==> src/rtl/slac_pkg.sv <==
`default_nettype none
// ============================================================================
//  Module      : slac_pkg
//  Description : Shared types and constants for the psum accumulator slice.
//                Holds the accumulator FSM state encoding and the guard-bit
//                width used by the saturating adder.
//  Revision    : 1.0 - initial release
// ============================================================================
package slac_pkg;

    // Accumulator control states; width is explicit so the encoding is stable.
    typedef enum logic [1:0] {
        ST_IDLE  = 2'd0,
        ST_ACCUM = 2'd1,
        ST_DRAIN = 2'd2
    } state_t;

    // One extra bit is enough to hold the exact sum of two signed operands,
    // which lets overflow be detected from the top two bits of the wide sum.
    localparam int SAT_GUARD_BITS = 1;

endpackage
`default_nettype wire

==> src/rtl/sat_add.sv <==
`default_nettype none
// ============================================================================
//  Module      : sat_add
//  Description : Combinational signed saturating adder. The result clamps to
//                the most positive / most negative representable value
//                instead of wrapping.
//  Ports       : a, b  - signed operands (DATA_WIDTH)
//                sum   - saturated signed sum (DATA_WIDTH)
//  Revision    : 1.0 - initial release
// ============================================================================
module sat_add
    import slac_pkg::*;
#(
    parameter int DATA_WIDTH = 16
) (
    input  logic signed [DATA_WIDTH-1:0] a,
    input  logic signed [DATA_WIDTH-1:0] b,
    output logic signed [DATA_WIDTH-1:0] sum
);

    localparam int c_wide_w = DATA_WIDTH + SAT_GUARD_BITS;
    localparam logic signed [DATA_WIDTH-1:0] c_pos_max = {1'b0, {(DATA_WIDTH-1){1'b1}}};
    localparam logic signed [DATA_WIDTH-1:0] c_neg_min = {1'b1, {(DATA_WIDTH-1){1'b0}}};

    logic [c_wide_w-1:0] w_wide;

    always_comb begin
        w_wide = {{SAT_GUARD_BITS{a[DATA_WIDTH-1]}}, a}
               + {{SAT_GUARD_BITS{b[DATA_WIDTH-1]}}, b};
        // Overflow when the true sign (top bit) disagrees with the sign of
        // the truncated result; the true sign picks which rail to clamp to.
        if (w_wide[c_wide_w-1] != w_wide[DATA_WIDTH-1]) begin
            sum = w_wide[c_wide_w-1] ? c_neg_min : c_pos_max;
        end else begin
            sum = w_wide[DATA_WIDTH-1:0];
        end
    end

endmodule
`default_nettype wire

==> src/rtl/psum_accumulator.sv <==
`default_nettype none
// ============================================================================
//  Module      : psum_accumulator
//  Description : Collects partial sums from a PE cluster into an E x E flop
//                buffer across C input channels (first channel overwrites,
//                later channels saturating-add), then drains the tile in
//                raster order with a valid/ready handshake and optional ReLU.
//  Ports       : clk, reset            - clock, synchronous active-high reset
//                i_start               - latch E / C / relu and begin a tile
//                i_ofmap_dim           - ofmap side E (1..NUM_PES)
//                i_num_channels        - channel count C (1..MAX_CHANNELS)
//                i_relu_en             - clamp negatives to 0 on drain
//                i_peout_*             - incoming psum beat (data,valid,row,col)
//                o_out_*, i_out_ready  - drain stream (data,valid,row,col,last)
//                o_busy, o_done, o_err - status
//  Revision    : 1.0 - initial release
// ============================================================================
module psum_accumulator
    import slac_pkg::*;
#(
    parameter  int DATA_WIDTH   = 16,
    parameter  int NUM_PES      = 16,
    parameter  int MAX_CHANNELS = 256,
    localparam int LOG_NPE      = $clog2(NUM_PES),
    localparam int LOG_MCH      = $clog2(MAX_CHANNELS)
) (
    input  logic                  clk,
    input  logic                  reset,
    input  logic                  i_start,
    input  logic [LOG_NPE:0]      i_ofmap_dim,
    input  logic [LOG_MCH:0]      i_num_channels,
    input  logic                  i_relu_en,
    input  logic [DATA_WIDTH-1:0] i_peout_data,
    input  logic                  i_peout_valid,
    input  logic [LOG_NPE:0]      i_peout_row,
    input  logic [LOG_NPE:0]      i_peout_col,
    output logic [DATA_WIDTH-1:0] o_out_data,
    output logic                  o_out_valid,
    output logic [LOG_NPE:0]      o_out_row,
    output logic [LOG_NPE:0]      o_out_col,
    output logic                  o_out_last,
    input  logic                  i_out_ready,
    output logic                  o_busy,
    output logic                  o_done,
    output logic                  o_err
);

    localparam int c_pos_w = LOG_NPE + 1;
    localparam int c_ch_w  = LOG_MCH + 1;
    // Buffer index width; a position that passed the range check always fits.
    localparam int c_idx_w = (LOG_NPE > 0) ? LOG_NPE : 1;

    // ------------------------------------------------------------------
    // State
    // ------------------------------------------------------------------
    state_t                 r_state;
    logic [c_pos_w-1:0]     r_e;
    logic [c_ch_w-1:0]      r_c;
    logic                   r_relu;
    logic [c_ch_w-1:0]      r_chan;
    logic [c_pos_w-1:0]     r_rd_row;
    logic [c_pos_w-1:0]     r_rd_col;
    logic                   r_err;
    logic                   r_done;

    // Psum buffer: deliberately not reset; every tile rewrites it on channel 0.
    logic signed [DATA_WIDTH-1:0] r_buf [NUM_PES][NUM_PES];

    // ------------------------------------------------------------------
    // Accumulation path
    // ------------------------------------------------------------------
    logic [c_pos_w-1:0]           w_e_last;
    logic [c_ch_w-1:0]            w_c_last;
    logic                         w_in_range;
    logic                         w_beat_ok;
    logic                         w_beat_bad;
    logic                         w_beat_at_end;
    logic [c_idx_w-1:0]           w_wr_row;
    logic [c_idx_w-1:0]           w_wr_col;
    logic signed [DATA_WIDTH-1:0] w_old;
    logic signed [DATA_WIDTH-1:0] w_sum;
    logic signed [DATA_WIDTH-1:0] w_wr_data;

    assign w_e_last      = r_e - c_pos_w'(1);
    assign w_c_last      = r_c - c_ch_w'(1);
    assign w_in_range    = (i_peout_row < r_e) && (i_peout_col < r_e);
    assign w_beat_ok     = (r_state == ST_ACCUM) && i_peout_valid && w_in_range;
    // Any beat not accepted is an error: outside ACCUM or outside the tile.
    assign w_beat_bad    = i_peout_valid && !w_beat_ok;
    assign w_beat_at_end = (i_peout_row == w_e_last) && (i_peout_col == w_e_last);
    assign w_wr_row      = i_peout_row[c_idx_w-1:0];
    assign w_wr_col      = i_peout_col[c_idx_w-1:0];
    assign w_old         = r_buf[w_wr_row][w_wr_col];
    assign w_wr_data     = (r_chan == '0) ? i_peout_data : w_sum;

    sat_add #(
        .DATA_WIDTH (DATA_WIDTH)
    ) u_sat_add (
        .a   (w_old),
        .b   (i_peout_data),
        .sum (w_sum)
    );

    always_ff @(posedge clk) begin
        if (!reset && w_beat_ok) begin
            r_buf[w_wr_row][w_wr_col] <= w_wr_data;
        end
    end

    // ------------------------------------------------------------------
    // Drain path: data comes straight from the buffer flops so the final
    // accumulation write is visible on the very first drain cycle.
    // ------------------------------------------------------------------
    logic                         w_drain;
    logic                         w_rd_last;
    logic signed [DATA_WIDTH-1:0] w_rd;

    assign w_drain   = (r_state == ST_DRAIN);
    assign w_rd_last = (r_rd_row == w_e_last) && (r_rd_col == w_e_last);
    assign w_rd      = r_buf[r_rd_row[c_idx_w-1:0]][r_rd_col[c_idx_w-1:0]];

    always_comb begin
        o_out_data = '0;
        if (w_drain && !(r_relu && w_rd[DATA_WIDTH-1])) begin
            o_out_data = w_rd;
        end
    end

    assign o_out_valid = w_drain;
    assign o_out_row   = r_rd_row;
    assign o_out_col   = r_rd_col;
    assign o_out_last  = w_drain && w_rd_last;
    assign o_busy      = (r_state != ST_IDLE);
    assign o_done      = r_done;
    assign o_err       = r_err;

    // ------------------------------------------------------------------
    // Control FSM
    // ------------------------------------------------------------------
    always_ff @(posedge clk) begin
        if (reset) begin
            r_state  <= ST_IDLE;
            r_e      <= '0;
            r_c      <= '0;
            r_relu   <= 1'b0;
            r_chan   <= '0;
            r_rd_row <= '0;
            r_rd_col <= '0;
            r_err    <= 1'b0;
            r_done   <= 1'b0;
        end else begin
            r_done <= 1'b0;
            if (w_beat_bad) begin
                r_err <= 1'b1;
            end
            case (r_state)
                ST_IDLE: begin
                    if (i_start) begin
                        r_e      <= i_ofmap_dim;
                        r_c      <= i_num_channels;
                        r_relu   <= i_relu_en;
                        r_chan   <= '0;
                        r_rd_row <= '0;
                        r_rd_col <= '0;
                        // A new tile starts with a clean error flag.
                        r_err    <= 1'b0;
                        r_state  <= ST_ACCUM;
                    end
                end
                ST_ACCUM: begin
                    if (w_beat_ok && w_beat_at_end) begin
                        if (r_chan == w_c_last) begin
                            r_state <= ST_DRAIN;
                        end else begin
                            r_chan <= r_chan + c_ch_w'(1);
                        end
                    end
                end
                ST_DRAIN: begin
                    if (i_out_ready) begin
                        if (w_rd_last) begin
                            r_rd_row <= '0;
                            r_rd_col <= '0;
                            r_done   <= 1'b1;
                            r_state  <= ST_IDLE;
                        end else if (r_rd_col == w_e_last) begin
                            r_rd_col <= '0;
                            r_rd_row <= r_rd_row + c_pos_w'(1);
                        end else begin
                            r_rd_col <= r_rd_col + c_pos_w'(1);
                        end
                    end
                end
                default: begin
                    r_state <= ST_IDLE;
                end
            endcase
        end
    end

endmodule
`default_nettype wire

==> config.mk <==
export PLATFORM = sky130hd
export DESIGN_NAME = psum_accumulator
export DESIGN_NICKNAME = d
export VERILOG_FILES = /design/src/rtl/slac_pkg.sv /design/src/rtl/sat_add.sv /design/src/rtl/psum_accumulator.sv
export SDC_FILE = /design/constraint.sdc
export NUM_CORES = 2
export LEC_CHECK = 0
export ABC_AREA = 0
export CAP_MARGIN = 20
export CORE_MARGIN = 5
export CORE_UTILIZATION = 55
export CTS_BUF_LIST = sky130_fd_sc_hd__clkbuf_8 sky130_fd_sc_hd__clkbuf_16
export DETAILED_ROUTE_END_ITERATION = 12
export PLACE_DENSITY = 0.71
export SETUP_SLACK_MARGIN = 0.4
export SLEW_MARGIN = 20
export SYNTH_ARGS = -nofsm -noshare
export SYNTH_HDL_FRONTEND = slang
export SYNTH_SLANG_ARGS = --single-unit
==> constraint.sdc <==
create_clock -name clk -period 23.5 [get_ports clk]
set_input_delay 4.7 -clock clk [delete_from_list [all_inputs] [get_ports clk]]
set_output_delay 4.7 -clock clk [all_outputs]
set_load 0.02 [all_outputs]
==> summary.txt <==
STA
  • F_max: 0.06810 GHz
  • Worst Tran Pin Value: 1.335 ns
  • Final min period: 14.68 ns
  • Slew Viols, Final: 0
  • RSZ-0062 raised after global routing: false
  • Post-route clock period utilization: 62.49%
  • Slew HR: 10.99%
  • Final hold viol count: 0
  • Final setup vio count: 0
  • Final Skew: 0.08418 ns
  • Total Neg Setup Slack: 0 ns

Clocking
  • Hold-fix buffer count after cts: 0
  • Worst-Skew Late Latency: 1.02 ns
  • Max H-tree Level: 5
  • TritonCTS Buffers: 428
  • Setup bufs post-CTS: 0
  • CTS Sinks: 4138
  • Clock Path Buffers: 4
  • Root buf cell: clkbuf_16
  • CTS resizes: 0
  • Clock slew at reported path FFs: 0.07 ns
  • TritonCTS clock tree: yes

Pwr
  • Power Total: 15.78 mW
  • Net Sw Frac: 22.03%
  • NetSw: 3.476 mW
  • Combinational Power Share: 5.4%
  • Part of the power in the clock network: 43.2%
  • Seq pwr share: 51.4%
  • Leakage power: 63.52 nW
  • Cell Pwr Density: 73.63 nW/µm²
  • IR drop worst, VDD: 62.87 µV
  • P_int: 12.30 mW

Worst setup path
  • RR Startpoint: r_buf[15][87]
  • Critical Path Source: i_peout_row[1]
  • CP peak stage delay: 0.91 ns
  • CP max stage cell: a21oi_1
  • Crit. End Element: flip-flop
  • Crit path top cell by count: buf_4
  • Worst Setup Start Kind: input port
  • Data arrival, critical path: 15.35 ns
  • Cell family with most CP delay: buffers and inverters
  • Worst EP required: 24.16 ns
  • Reg2Reg Setup Slack: 15.04 ns
  • Worst Path Max Fanout: 81
  • Buffers plus inverters on the worst setup path: 6
  • Crit Path Category: in -> reg
  • Critical path cell sequence: buf_8 > buf_4 > buf_4 > buf_4 > mux4_2 > mux4_2 > nor2b_1 > a21oi_1 > o32ai_1 > a21oi_1 > nand4_1 > ha_1 > and4_1 > o21a_1 > o31a_1 > o21ai_1 > o2111a_1 > o22ai_1 > nand2_1 > o21ai_4 > buf_4 > buf_4

Synth
  • Cell variety after synth: 73
  • Post-synth EDFFs: 4096
  • Synthesized area: 192000 µm²
  • Sequential area share after synthesis: 64.50%
  • Asr flop ratio synth: 0%
  • Main synth FF type: edfxtp_1
  • Flops & latches, synth: 4138
  • Mapped Avg Cell Area: 21.94 µm²
  • Syn. warnings: 0
  • Syn Nets: 8832
  • Syn Inst Count: 8753

Placed design
  • Port bufs: 76
  • Placed Area: 200200 µm²
  • Detailed placement HPWL: 369.5 mm
  • Gpl congestion: 0.9597

Detailed routing
  • DRT iter0 DRCs: 18635
  • Via count of the routed design: 107677
  • Mean routed wirelength per cell: 43.81 µm
  • First-pass detailed-route iteration total: 9
  • # DRC: 0
  • Detail Route Antenna Nets: 0
  • Vias per cell: 7.713
  • Final WL: 611.6 mm

Global routing
  • GRT Util Overall: 33.62%
  • Largest net degree at the start of global routing: 225
  • First-pass GRT wire length: 847.2 mm
  • Gr ovfl total: 0
  • Vias in the first global route: 106926
  • Initial antenna violation count: 51

Final layout
  • Layout Nets: 9052
  • Final Cell Area: 214300 µm²
  • Most common cell after layout, fill and taps aside: edfxtp_1
  • Commonest cells after routing, fill and taps aside: edfxtp_1, mux4_2, clkbuf_16
  • Area growth syn-to-layout: 11.62%
  • Share of layout cells above drive strength 1: 41.59%

Floorplan
  • # IOs: 77
  • Site Rows: 217
  • Chip width: 600.9 µm
  • Die height: 600.9 µm
  • Starting density of the core: 55.08%
  • CORE AREA: 348600 µm²
  • Die area: 361000 µm²

Outcome
  • Status: complete, no violations

Min path
  • Hold crit path type: reg -> reg
  • Startpoint of the worst hold path: r_relu

Job
  • Max-cap violations: 0
## cells in the mapped netlist, drive strengths merged, types with 4 or more instances
master	instances	area (µm²)
nor3	23	120.1
and3	7	43.79
xor2	13	113.9
xnor2	21	183.9
buf	345	1790
ha	32	400.4
a221oi	37	324.1
o21ai	93	465.5
nand4	11	68.82
dfxtp	42	840.8
mux2i	152	1521
a22oi	78	585.6
edfxtp	4096	123000
nor2	355	1333
a31oi	6	37.54
nand2	138	518.0
a21oi	87	435.4
o211ai	32	240.2
and2	10	62.56
a21o	4	30.03
or3	11	68.82
o22ai	83	519.3
nand3	35	175.2
inv	26	97.59
mux2	8	90.09
nand2b	24	150.1
mux4	2508	56480
a32o	5	50.05
a211oi	5	37.54
o21a	8	60.06
clkbuf	360	1351
nor4	9	83.83
o221ai	20	175.2
nor2b	20	125.1
## metrics by stage
step / util (%) / setup slack, ns / hold slack (ns) / cells
floorplan: - / 2.231 / 0.4363 / 8753
global placement: 57.40 / 8.322 / 0.4476 / 13132
detailed placement: 57.41 / 8.187 / 0.4515 / 13135
CTS: 61.41 / 9.192 / 0.4707 / 13924
global route: 61.45 / 8.530 / 0.4927 / 13932
finish: 61.47 / 8.815 / 0.4735 / 13960
## final timing paths
check                               endpoint  depth (start not counted)
worst min register to register        r_relu                          2
worst min-delay path                  r_relu                          2
worst max register to register  r_buf[0][75]                         17
worst max-delay path            r_buf[0][75]                         22
## area by class of cell
| cell class | count | area [µm²] |
|---|---|---|
| Clock buffer | 433 | 10840 |
| Multi-Input combinational cell | 3883 | 66230 |
| Tap cell | 4599 | 5754 |
| Timing Repair Buffer | 495 | 4359 |
| Antenna cell | 29 | 72.57 |
| Inverter | 27 | 103.9 |
| Sequential cell | 4138 | 123900 |
| Clock inverter | 356 | 3103 |
| Fill cell | 23432 | 134300 |
## logic make-up (layout without fill, tap and decap cells)
| group | after synthesis | in the layout | synth area share [%] |
|---|---|---|---|
| flops | 4138 | 4138 | 64.50 |
| mux | 2668 | 2668 | 30.26 |
| fa+ha+maj | 33 | 33 | 0.2189 |
| compound gates | 488 | 488 | 1.682 |
| buf+inv | 732 | 1311 | 1.689 |
| xor+xnor | 34 | 34 | 0.1551 |
| simple gates | 660 | 660 | 1.503 |
| other cells | 0 | 29 | 0 |
## per-layer routing
layer / routed length [µm] / global-route usage [%] / vias to the layer above
li1: - / - / 39481
met1: 206000 / 45.26 / 57346
met2: 276300 / 49.66 / 9220
met3: 95800 / 12.95 / 1600
met4: 33040 / 14.34 / 30
met5: 471 / 0.5814 / -
## state kept, by name (all words and copies together), names as in the netlist, named ones only
signal     cells
r_e            5
o_err          1
r_state        2
o_out_col      5
r_c            9
r_relu         1
r_buf       4096
o_done         1
r_chan         9
o_out_row      5
## power groups by stage
stage	Sequential (mW)	Clock [mW]	Combinational (mW)
6_report	8.11	6.82	0.850
5_1_grt	8.11	7.18	0.876
4_1_cts	8.11	6.85	0.829
3_5_place_dp	8.27	0	0.827
3_3_place_gp	8.27	0	0.817
2_1_floorplan	8.33	0	0.490
## worst min-delay path, stage by stage (launching register included)
cell and delay, ns:
dfxtp_1 0.32, nand2_1 0.06, a21oi_1 0.05
(Power assumes the default switching activity.)
